[src/rtl/cnn_mul_share_arb_pkg.sv]
// cnn_mul_share_arb_pkg: shared widths, operand and pipeline-stage types for the multiplier arbiter
// No ports; NUM_REQ/A_W/B_W/P_W/TAG_W are fixed here so the interface, arbiter and top agree.
package cnn_mul_share_arb_pkg;
  localparam int NUM_REQ = 4;
  localparam int A_W = 14;
  localparam int B_W = 8;
  localparam int P_W = A_W + B_W;
  localparam int TAG_W = $clog2(NUM_REQ);
  typedef struct packed {
    logic signed [A_W-1:0] a;
    logic signed [B_W-1:0] b;
  } operand_t;
  typedef struct packed {
    logic valid;
    logic [TAG_W-1:0] tag;
    logic signed [P_W-1:0] p;
  } stage_t;
endpackage

[src/rtl/cnn_mul_share_arb_if.sv]
// cnn_mul_share_arb_if: requester operand handshake and tagged product return bus
// master (requesters): drives req_valid/req_a/req_b, sees req_ready/rsp_valid/rsp_p.
// slave (arbiter): the mirror image.
interface cnn_mul_share_arb_if import cnn_mul_share_arb_pkg::*; ();
  logic [NUM_REQ-1:0] req_valid;
  logic [NUM_REQ-1:0] req_ready;
  logic [NUM_REQ*A_W-1:0] req_a;
  logic [NUM_REQ*B_W-1:0] req_b;
  logic [NUM_REQ-1:0] rsp_valid;
  logic signed [P_W-1:0] rsp_p;
  modport master(output req_valid, req_a, req_b, input req_ready, rsp_valid, rsp_p);
  modport slave(input req_valid, req_a, req_b, output req_ready, rsp_valid, rsp_p);
endinterface

[src/rtl/cnn_mul_share_rr.sv]
// cnn_mul_share_rr: combinational round-robin pick of the first request at or after ptr
// Ports: req (requests), ptr (search start) -> gnt (one-hot), idx (winner), any (some request).
module cnn_mul_share_rr import cnn_mul_share_arb_pkg::*; (
  input  logic [NUM_REQ-1:0] req,
  input  logic [TAG_W-1:0]   ptr,
  output logic [NUM_REQ-1:0] gnt,
  output logic [TAG_W-1:0]   idx,
  output logic               any
);
  always_comb begin
    idx = '0;
    any = 1'b0;
    for (int k = NUM_REQ - 1; k >= 0; k--) begin
      int j;
      j = (int'(ptr) + k) % NUM_REQ;
      if (req[TAG_W'(j)]) begin
        idx = TAG_W'(j);
        any = 1'b1;
      end
    end
    gnt = any ? NUM_REQ'(1) << idx : '0;
  end
endmodule

[src/rtl/cnn_mul_share_arb.sv]
// cnn_mul_share_arb: round-robin sharing of one pipelined signed 14x8 multiplier among NUM_REQ requesters
// Ports: ap_clk, ap_rst_n (async, active low), flush (sync pipeline clear), bus (slave side of
// cnn_mul_share_arb_if), busy (any stage valid), perf_grant_cnt / perf_stall_cnt (counters).
// Define CNN_MUL_SHARE_ARB_PERF_EN to build the counters; otherwise they read as 0.
module cnn_mul_share_arb import cnn_mul_share_arb_pkg::*; #(
  parameter int MUL_LAT = 2
) (
  input  logic                      ap_clk,
  input  logic                      ap_rst_n,
  input  logic                      flush,
  cnn_mul_share_arb_if.slave        bus,
  output logic                      busy,
  output logic [NUM_REQ*32-1:0]     perf_grant_cnt,
  output logic [31:0]               perf_stall_cnt
);
  logic [TAG_W-1:0] ptr, idx;
  logic [NUM_REQ-1:0] gnt;
  logic any, acc;
  operand_t op;
  stage_t [MUL_LAT-1:0] st, prv;
  cnn_mul_share_rr u_rr (.req(bus.req_valid), .ptr(ptr), .gnt(gnt), .idx(idx), .any(any));
  assign bus.req_ready = (ap_rst_n && !flush && any) ? gnt : '0;
  assign acc = |bus.req_ready;
  assign op = {bus.req_a[idx*A_W +: A_W], bus.req_b[idx*B_W +: B_W]};
  // Stage 1 takes the full product; later stages only retime it.
  always_comb begin
    prv[0] = '{valid: acc, tag: idx, p: P_W'(op.a) * P_W'(op.b)};
    for (int k = 1; k < MUL_LAT; k++) prv[k] = st[k-1];
    busy = 1'b0;
    for (int k = 0; k < MUL_LAT; k++) busy = busy | st[k].valid;
  end
  // Product fields load only with a live op so rsp_p holds between results.
  always_ff @(posedge ap_clk or negedge ap_rst_n)
    if (!ap_rst_n) begin
      ptr <= '0;
      st <= '0;
    end else begin
      if (acc) ptr <= (idx == TAG_W'(NUM_REQ - 1)) ? '0 : idx + 1'b1;
      for (int k = 0; k < MUL_LAT; k++) begin
        st[k].valid <= prv[k].valid && !flush;
        st[k].tag <= prv[k].tag;
        if (prv[k].valid && !flush) st[k].p <= prv[k].p;
      end
    end
  // A result leaving the pipe in a flush cycle is dropped.
  assign bus.rsp_valid = (st[MUL_LAT-1].valid && !flush) ? NUM_REQ'(1) << st[MUL_LAT-1].tag : '0;
  assign bus.rsp_p = st[MUL_LAT-1].p;
`ifdef CNN_MUL_SHARE_ARB_PERF_EN
  logic [NUM_REQ-1:0][31:0] gcnt;
  always_ff @(posedge ap_clk or negedge ap_rst_n)
    if (!ap_rst_n) begin
      gcnt <= '0;
      perf_stall_cnt <= '0;
    end else begin
      for (int k = 0; k < NUM_REQ; k++) if (bus.req_ready[k]) gcnt[k] <= gcnt[k] + 32'd1;
      if (|(bus.req_valid & ~bus.req_ready)) perf_stall_cnt <= perf_stall_cnt + 32'd1;
    end
  assign perf_grant_cnt = gcnt;
`else
  assign perf_grant_cnt = '0;
  assign perf_stall_cnt = '0;
`endif
endmodule
[src/flat_wrapper.sv]
// flat-port wrapper written by rule: the top's interface ports become plain ports
module cnn_mul_share_arb_flat import cnn_mul_share_arb_pkg::*;
#(
  parameter int MUL_LAT = 2
)
  (ap_clk, ap_rst_n, flush, busy, perf_grant_cnt, perf_stall_cnt, bus_req_valid, bus_req_a, bus_req_b, bus_req_ready, bus_rsp_valid, bus_rsp_p);
  cnn_mul_share_arb_if bus_i ();
  input  logic ap_clk;
  input  logic ap_rst_n;
  input  logic flush;
  output logic busy;
  output logic [NUM_REQ*32-1:0] perf_grant_cnt;
  output logic [31:0] perf_stall_cnt;
  input wire logic [$bits(bus_i.req_valid)-1:0] bus_req_valid;
  input wire logic [$bits(bus_i.req_a)-1:0] bus_req_a;
  input wire logic [$bits(bus_i.req_b)-1:0] bus_req_b;
  output wire logic [$bits(bus_i.req_ready)-1:0] bus_req_ready;
  output wire logic [$bits(bus_i.rsp_valid)-1:0] bus_rsp_valid;
  output wire logic [$bits(bus_i.rsp_p)-1:0] bus_rsp_p;
  assign bus_i.req_valid = bus_req_valid;
  assign bus_i.req_a = bus_req_a;
  assign bus_i.req_b = bus_req_b;
  assign bus_req_ready = bus_i.req_ready;
  assign bus_rsp_valid = bus_i.rsp_valid;
  assign bus_rsp_p = bus_i.rsp_p;
  cnn_mul_share_arb #(.MUL_LAT(MUL_LAT)) u_core (.ap_clk(ap_clk), .ap_rst_n(ap_rst_n), .flush(flush), .bus(bus_i), .busy(busy), .perf_grant_cnt(perf_grant_cnt), .perf_stall_cnt(perf_stall_cnt));
endmodule
[config.mk]
export PLATFORM = sky130hd
export DESIGN_NAME = cnn_mul_share_arb_flat
export DESIGN_NICKNAME = d
export VERILOG_FILES = /design/src/rtl/cnn_mul_share_arb_pkg.sv /design/src/rtl/cnn_mul_share_arb_if.sv /design/src/rtl/cnn_mul_share_rr.sv /design/src/rtl/cnn_mul_share_arb.sv /design/src/flat_wrapper.sv
export SDC_FILE = /design/constraint.sdc
export NUM_CORES = 1
export LEC_CHECK = 0
export BUFFER_PORTS_ARGS = -buffer_cell sky130_fd_sc_hd__clkbuf_2
export CAP_MARGIN = 10
export CELL_PAD_IN_SITES_DETAIL_PLACEMENT = 0
export CELL_PAD_IN_SITES_GLOBAL_PLACEMENT = 1
export CORE_MARGIN = 5
export CORE_UTILIZATION = 41
export DETAILED_ROUTE_END_ITERATION = 12
export GPL_TIMING_DRIVEN = 0
export MAX_ROUTING_LAYER = met4
export PLACE_DENSITY = 0.95
export REMOVE_ABC_BUFFERS = 1
export SLEW_MARGIN = 40
export SYNTH_ARGS = -nofsm -noshare
export SYNTH_HDL_FRONTEND = slang
export SYNTH_SLANG_ARGS = --single-unit
[constraint.sdc]
create_clock -name ap_clk -period 17.2 [get_ports ap_clk]
set_input_delay 1.72 -clock ap_clk [delete_from_list [all_inputs] [get_ports ap_clk]]
set_output_delay 1.72 -clock ap_clk [all_outputs]
set_load 0.02 [all_outputs]
== After elaboration in Yosys (flattened, before gate mapping) ==
Index checks and enable logic that the tools add are counted.

* Logic and storage cells: 54
* Input port bits: 95
* Output and inout bits: 191
* Register bits after elaboration: 52

* Bitwise operators: 1
* Multiplexer cells: 24
* Order comparisons: 4
* Reductions and logical operators: 7
* Equal/unequal tests: 1
* Add/subtract/negate cells: 4
* Shift operators: 4
* $mul: 2

{| class="wikitable"
|+ Operator list
! kind !! number
|-
| $shiftx 56x7->14 || 1
|-
| $shiftx 32x6->8 || 1
|-
| $mul 14x8->22 || 1
|-
| $lt 2x4->1 const B || 4
|-
| $mux 1 || 12
|-
| $mux 4 || 3
|-
| $mux 2 || 5
|-
| $bmux 1 s2 || 4
|-
| $shl 1x2->4 const A || 2
|-
| $logic_and 1x1->1 || 5
|-
| $mul 2x3->5 const B || 1
|-
| $add 2x1->2 const B || 2
|-
| $add 2x2->2 const B || 2
|-
| $reduce_or 4->1 || 1
|-
| $eq 2x2->1 const B || 1
|-
| $logic_not 1->1 || 1
|-
| $or 1x1->1 || 1
|}

== Logic depth before layout (Yosys ltp) ==
Gate-level depths: netlist of run 1.

* Depth after elaboration: 13
* Gate-level depth with buffers: 24
* Depth with buffers taken out: 21

== Cells and area by module ==
From an unflattened synthesis of run 1, not the netlist that was laid out.

* Cells, all modules: 865
* Area total of the unflattened synthesis: 8,091.5 µm²

{| class="wikitable"
|+ By module, submodules not included
! module !! cells an instance !! times used !! area each (µm²) !! seq. area each (µm²)
|-
| cnn_mul_share_arb || 836 || 1 || 7,908.8 || 1,301.2
|-
| cnn_mul_share_rr || 29 || 1 || 182.7 || 0.0
|}

== Worst setup path after synthesis of run 1 ==
OpenSTA, ideal clock, no wires.

* Kind: input-to-reg
* From: input port bus_req_valid[0]
* To: register u_core.st (netlist bit u_core.prv[45])
* Required time: 17.133 ns
* Path slack: 10.043 ns
* Stages on the path: 21
* Library setup time: 0.067 ns
* Arrival time: 7.089 ns
* Buffers on the path: 1
* Cells stage by stage: nor2b_1 > a21oi_1 > o22ai_1 > a21oi_2 > buf_2 > mux2_2 > or2_2 > fa_1 > fa_1 > inv_1 > fa_1 > inv_1 > fa_1 > inv_1 > ha_1 > o21a_1 > o31a_1 > o41ai_4 > o21bai_1 > a2111oi_0 > a221o_1

* Cells in the longest elaborated chain, start to end: 12
* Elaborated cells on any way between the ends: 30
* Classes of those cells: mul (2); shift (3); mux (22); reduce/logical (3)

{| class="wikitable"
|+ RTL lines
! what !! RTL line !! text
|-
| start: declaration || flat_wrapper.sv:14 || <nowiki>input wire logic [$bits(bus_i.req_valid)-1:0] bus_req_valid;</nowiki>
|-
| $bmux 1 s2 || cnn_mul_share_rr.sv:16 || <nowiki>if (req[TAG_W'(j)]) begin</nowiki>
|-
| $mux 1 (not written as such) (2 in a row) || cnn_mul_share_rr.sv:16 ||
|-
| $mux 2 (3 in a row) || cnn_mul_share_rr.sv:16 ||
|-
| $mux 2 (*) || cnn_mul_share_rr.sv:16 ||
|-
| named net u_core.idx[0] || cnn_mul_share_arb.sv:16 || <nowiki>logic [TAG_W-1:0] ptr, idx;</nowiki>
|-
| branches (longest 5 deep; another with $mul 14x8->22) || - ||
|-
| end: declaration || cnn_mul_share_arb.sv:20 || <nowiki>stage_t [MUL_LAT-1:0] st, prv;</nowiki>
|}

Mark *: on every way through the listed nets, which the timed path passes. The select of a mux whose other input is x is not followed.
A chain may end at the register's enable or synchronous reset.

== Final worst setup path of run 1 ==
* From: input port bus_req_valid[0]
* To: register u_core.st (netlist bit u_core.prv[45])

* Cells in the longest elaborated chain, start to end: 12
* Elaborated cells on any way between the ends: 30
* Classes of those cells: mul (2); shift (3); mux (22); reduce/logical (3)

{| class="wikitable"
|+ RTL lines
! what
|-
| branches (longest 12 deep; another with $mul 14x8->22)
|}

Several ways; the timed one is not identified. The select of a mux whose other input is x is not followed.

==> results.toml, run 1 <==
[outcome]
status = "finished, final reports clean"

[yosys]
yosysMostFrequentCell = "buf_4"
netlist_area_um2 = 8150
async_flop_share_pct = 100
yosys_most_used_dff = "dfrtp_1"
netlist.area_leader.share_pct = 22.4
synth_edf_count = 0
synth-seq-cells = 52
synth_seq_area_share_pct = 16.0
yosys-top-cells-count = "buf_4 (182), inv_1 (124), fa_1 (91)"
ys_top_cells_by_area = "fa_1 (22%), buf_4 (17%), dfrtp_1 (16%)"
synth_cell_type_count = 49
synth_top_area_cell = "fa_1"
synthCells = 888
yosys_warnings = 0
syn_avg_cell_area_um2 = 9.18

[floorplanning]
die_area_um2 = 22800
placementRows = 51
coreArea_um2 = 19500
die_w_um = 151
start_util_pct = 41.7
io_pins = 286
die_h_um = 151

[clocking]
cts_buffers = 5
cts_max_level = 2
cts_hold_buf = 0
clock_sinks = 52
post-cts-setup-buffers = 0
clk_pin_slew_worst_paths_ns = 0.07
clk_latency_ns = 0.29
root_buffer = "clkbuf_16"
clockBufferDepth = 2
cts_tree = "yes"
cts_resized = 0

[route]
antenna_left = 0
drt_iter0_markers = 153
wl_per_cell_um = 12.6
first_pass_iters = 4
wl_mm = 15.7
drc = 0
vias = 5476
vias_per_cell = 4.39

[global_route]
antenna_found_initial = 0
grt_pass1_wl_mm = 24.1
grt_overflow = 0
grt_start_max_net_pins = 54
grt_usage_pct = 13.2
grt_pass1_vias = 5239

[worst_setup_path]
cp-end-kind = "flip-flop"
reg2reg_slack_ns = 10.56
start_kind = "input port"
crit_fanout = 48
worstPathArrival_ns = 7.93
critPathRequiredTime_ns = 17.43
setup.worst_path.class = "in -> reg"

[sta]
tns_ns = 0
period_share_pct = 44.8
fmax_mhz = 130
rsz0062_at_grt = "no"
fin_crit_ns = 7.71
skew_ns = 0.00474
worst_slew_pin_slew_ns = 0.779
slew_viol_final = 0
hold_viol_final = 0
setup_viol = 0
maxSlewHeadroom_pct = 48.1

[run]
drv_cap = 0

[placed_design]
hpwl_mm = 13.6
place.gp.congestion = 0.836
io_buffers = 125

[final_layout]
multi_input_area_um2 = 5490
regArea_um2 = 1300
drive_gt1_share_pct = 20.9
final.fill_count = 2009
final_nets = 1211
area_growth_pct = 3.72
diodes = 0

[worst_hold_path]
hp-class = "reg -> reg"
path summary, 6_finish.rpt:
check | end | start | cells past startpoint
max | u_core.prv[45] | bus_req_valid[0] | 21
min | u_core.st[47] | u_core.prv[47] | 0
max reg2reg | u_core.prv[45] | u_core.ptr[1] | 20
min reg2reg | u_core.st[47] | u_core.prv[47] | 0
max in group asynchronous | u_core.bus.rsp_p[19] | ap_rst_n | 2
min in group asynchronous | u_core.bus.rsp_p[3] | ap_rst_n | 1
metrics by stage:
stage | setup slack (ns) | hold slack (ns) | utilization [%] | cell area, um2 | cells
after floorplan | 9.51 | 0.331 | - | 7230 | 843
after global placement | 8.80 | 0.333 | 41.9 | 8190 | 1233
after detailed placement | 9.12 | 0.337 | 42.2 | 8240 | 1236
after CTS | 9.43 | 0.353 | 43.1 | 8420 | 1244
after global routing | 9.08 | 0.367 | 43.3 | 8450 | 1246
final | 9.49 | 0.352 | 43.3 | 8450 | 1246
cells by family (layout without fill, tap and decap cells):
group | Yosys count | after routing | share of synthesized area [%]
flip-flops | 52 | 52 | 16.0
other | 1 | 160 | 0.0460
adder cells (fa/ha/maj) | 136 | 136 | 29.3
XOR/XNOR | 14 | 14 | 1.50
multiplexers | 89 | 89 | 11.6
AO/OA/AOI/OAI | 76 | 76 | 6.34
buffers and inverters | 329 | 263 | 24.3
AND/OR/NAND/NOR | 191 | 191 | 10.9
final cells by class:
type	instances	area share [%]
inverters	125	5.55
well taps	265	3.92
flip-flops and latches	52	15.4
clock inverters	3	0.563
repair buffers	130	8.11
clock buffers	5	1.48
multi-input cells	666	65.0
critical path, cell delays in order:
cell and delay, ns:
clkbuf_2 0.10, a21o_1 0.17, a21oi_1 0.18, o22a_4 0.66, mux2i_1 0.16, mux2_2 0.42
or2_2 0.35, fa_1 0.49, fa_1 0.55, inv_1 0.06, fa_1 0.53, inv_1 0.05
fa_1 0.53, inv_1 0.04, ha_1 0.32, o21a_1 0.20, o31a_1 0.14, o41ai_4 0.41
o21bai_1 0.18, a2111oi_0 0.42, a221o_1 0.18
flip-flops by register name, summed over array words and instances (netlist names):
signal / count
u_core.st: 3
u_core.prv: 25
u_core.bus.rsp_p: 22
u_core.ptr: 2
routing by layer:
layer,part of all wire [%],global-route usage (%),vias to the layer above
met5,0,-,-
met4,1.2,2.58,0
met3,5.8,2.45,24
met2,53,22.8,141
met1,39,16.3,2670
li1,-,-,2641
cell usage in the layout, fill, tap and decap left out, types with 6 or more instances in the layout:
master,count
or2_2,18
or2_1,11
inv_1,124
and2_1,6
dfrtp_1,52
fa_1,91
nor2b_1,14
conb_1,160
xnor2_1,9
clkbuf_2,124
o31ai_1,6
o21ai_0,27
mux2_2,44
nor2_1,83
mux2i_1,45
ha_1,45
nand2_1,37
a21oi_1,12
Power of run 1 is not shown: default switching activity piles up to over one toggle a cycle in this logic, so the estimate is an artifact.
==> run 2: changes to the inputs <==
--- a/config.mk
+++ b/config.mk
@@ -10,11 +10,11 @@
 export CELL_PAD_IN_SITES_DETAIL_PLACEMENT = 0
 export CELL_PAD_IN_SITES_GLOBAL_PLACEMENT = 1
 export CORE_MARGIN = 5
-export CORE_UTILIZATION = 41
+export CORE_UTILIZATION = 38
 export DETAILED_ROUTE_END_ITERATION = 12
 export GPL_TIMING_DRIVEN = 0
 export MAX_ROUTING_LAYER = met4
-export PLACE_DENSITY = 0.95
+export PLACE_DENSITY = 0.92
 export REMOVE_ABC_BUFFERS = 1
 export SLEW_MARGIN = 40
 export SYNTH_ARGS = -nofsm -noshare
==> constraint.sdc (replaced) <==
create_clock -name ap_clk -period 7.82 [get_ports ap_clk]
set_input_delay 0.782 -clock ap_clk [delete_from_list [all_inputs] [get_ports ap_clk]]
set_output_delay 0.782 -clock ap_clk [all_outputs]
set_load 0.02 [all_outputs]
==> results.toml, run 2 (same netlist as run 1, synthesis figures left out) <==
[outcome]
status = "finished, final reports clean"

[sta]
fin_crit_ns = 6.83
maxSlewHeadroom_pct = 47.7
setup_viol = 0
rsz0062_at_grt = "no"
hold_viol_final = 0
worst_slew_pin_slew_ns = 0.785
period_share_pct = 87.4
skew_ns = 0.00833
slew_viol_final = 0
tns_ns = 0
fmax_mhz = 146

[floorplanning]
die_w_um = 156
placementRows = 53
start_util_pct = 38.6
io_pins = 286
die_h_um = 156
die_area_um2 = 24500
coreArea_um2 = 21100

[global_route]
grt_start_max_net_pins = 54
grt_overflow = 0
antenna_found_initial = 0
grt_usage_pct = 13.0
grt_pass1_wl_mm = 25.9
grt_pass1_vias = 5534

[final_layout]
drive_gt1_share_pct = 20.8
fin_cells = 1255
multi_input_area_um2 = 5490
final.fill_count = 2114
layout.cells.most_common = "conb_1"
most-common-layout-cells = "conb_1 (160), inv_1 (124), clkbuf_2 (124), fa_1 (91), nor2_1 (83)"
final_nets = 1210
regArea_um2 = 1300
diodes = 0
largest_register_ffs = 25
area_growth_pct = 3.41

[worst_hold_path]
hp-class = "reg -> reg"
hold_start = "u_core.prv[47]"
hold_depth = 0
holdPathEnd = "u_core.st[47]"

[clocking]
clk_pin_slew_worst_paths_ns = 0.07
clockBufferDepth = 2
cts_buffers = 5
root_buffer = "clkbuf_16"
cts_tree = "yes"
cts_max_level = 2
cts_hold_buf = 0
clk_latency_ns = 0.29
cts_resized = 0
clock_sinks = 52
post-cts-setup-buffers = 0

[route]
drt_iter0_markers = 203
wl_per_cell_um = 13.0
antenna_left = 0
vias_per_cell = 4.38
drc = 0
vias = 5502
wl_mm = 16.3
first_pass_iters = 4

[worst_setup_path]
setup.worst_path.class = "in -> reg"
critPathRequiredTime_ns = 8.05
cp-end-kind = "flip-flop"
start_kind = "input port"
reg2reg_slack_ns = 1.12
r2r-start = "u_core.ptr[1]"
rr_worst_depth = 20
worstPathArrival_ns = 7.06
crit_fanout = 48
r2r-end = "u_core.prv[45]"

[run]
drv_cap = 0

[placed_design]
io_buffers = 125
place.gp.congestion = 0.799
dp.cells = 1247
hpwl_mm = 14.0
run 2: cell types whose count changed in the layout (fill, tap and decap cells not counted), sizes merged:
cell,before,now
inv,124,125
buf,5,4
bufinv,1,0
run 2: layer usage:
metal / wire length [um] / global-route usage [%] / vias up / share of wire (%)
met2: 8820 / 23.1 / 152 / 54
met5: 0 / - / - / 0
met4: 143 / 1.61 / 0 / 0.88
met1: 6350 / 16.0 / 2716 / 39
met3: 993 / 2.30 / 10 / 6.1
li1: - / - / 2624 / -
run 2: how the worst max path moves through the flow:
stage,from,end,slack [ns],cells after the start
2_1_floorplan,bus_req_valid[0],u_core.prv[45],1.06,20
3_3_place_gp,bus_req_valid[0],u_core.prv[45],0.33,21
3_5_place_dp,bus_req_valid[0],u_core.prv[45],0.69,21
4_1_cts,bus_req_valid[0],u_core.prv[45],0.95,21
5_1_grt,bus_req_valid[0],u_core.prv[45],0.61,21
6_report,bus_req_valid[0],u_core.prv[45],0.99,21
run 2: worst max-delay path: stages:
cell and delay (ns):
clkbuf_2 0.11, a21o_1 0.17, a21oi_1 0.16, o22a_4 0.65, mux2i_1 0.16, mux2_2 0.44, or2_2 0.36, fa_1 0.49
fa_1 0.55, inv_1 0.06, fa_1 0.53, inv_1 0.05, fa_1 0.53, inv_1 0.04, ha_1 0.32, o21a_1 0.19
o31a_1 0.15, o41ai_4 0.41, o21bai_1 0.18, a2111oi_0 0.48, a221o_1 0.18
run 2: cell type report:
type | instances | share of cell area, %
clock buffers | 5 | 1.49
clock inverters | 3 | 0.312
inverters | 125 | 5.57
multi-input cells | 666 | 65.2
flip-flops and latches | 52 | 15.4
well taps | 275 | 4.08
repair buffers | 129 | 7.94
run 2: metrics by stage:
stage / utilization, % / hold WS, ns / area [um2] / setup slack (ns)
after floorplan: - / 0.331 / 7230 / 1.06
after global placement: 38.9 / 0.334 / 8200 / 0.332
after detailed placement: 39.2 / 0.346 / 8270 / 0.693
after CTS: 40.0 / 0.363 / 8430 / 0.947
after global routing: 40.0 / 0.361 / 8430 / 0.607
final: 40.0 / 0.357 / 8430 / 0.985
Power of run 2 is left out for the same reason.
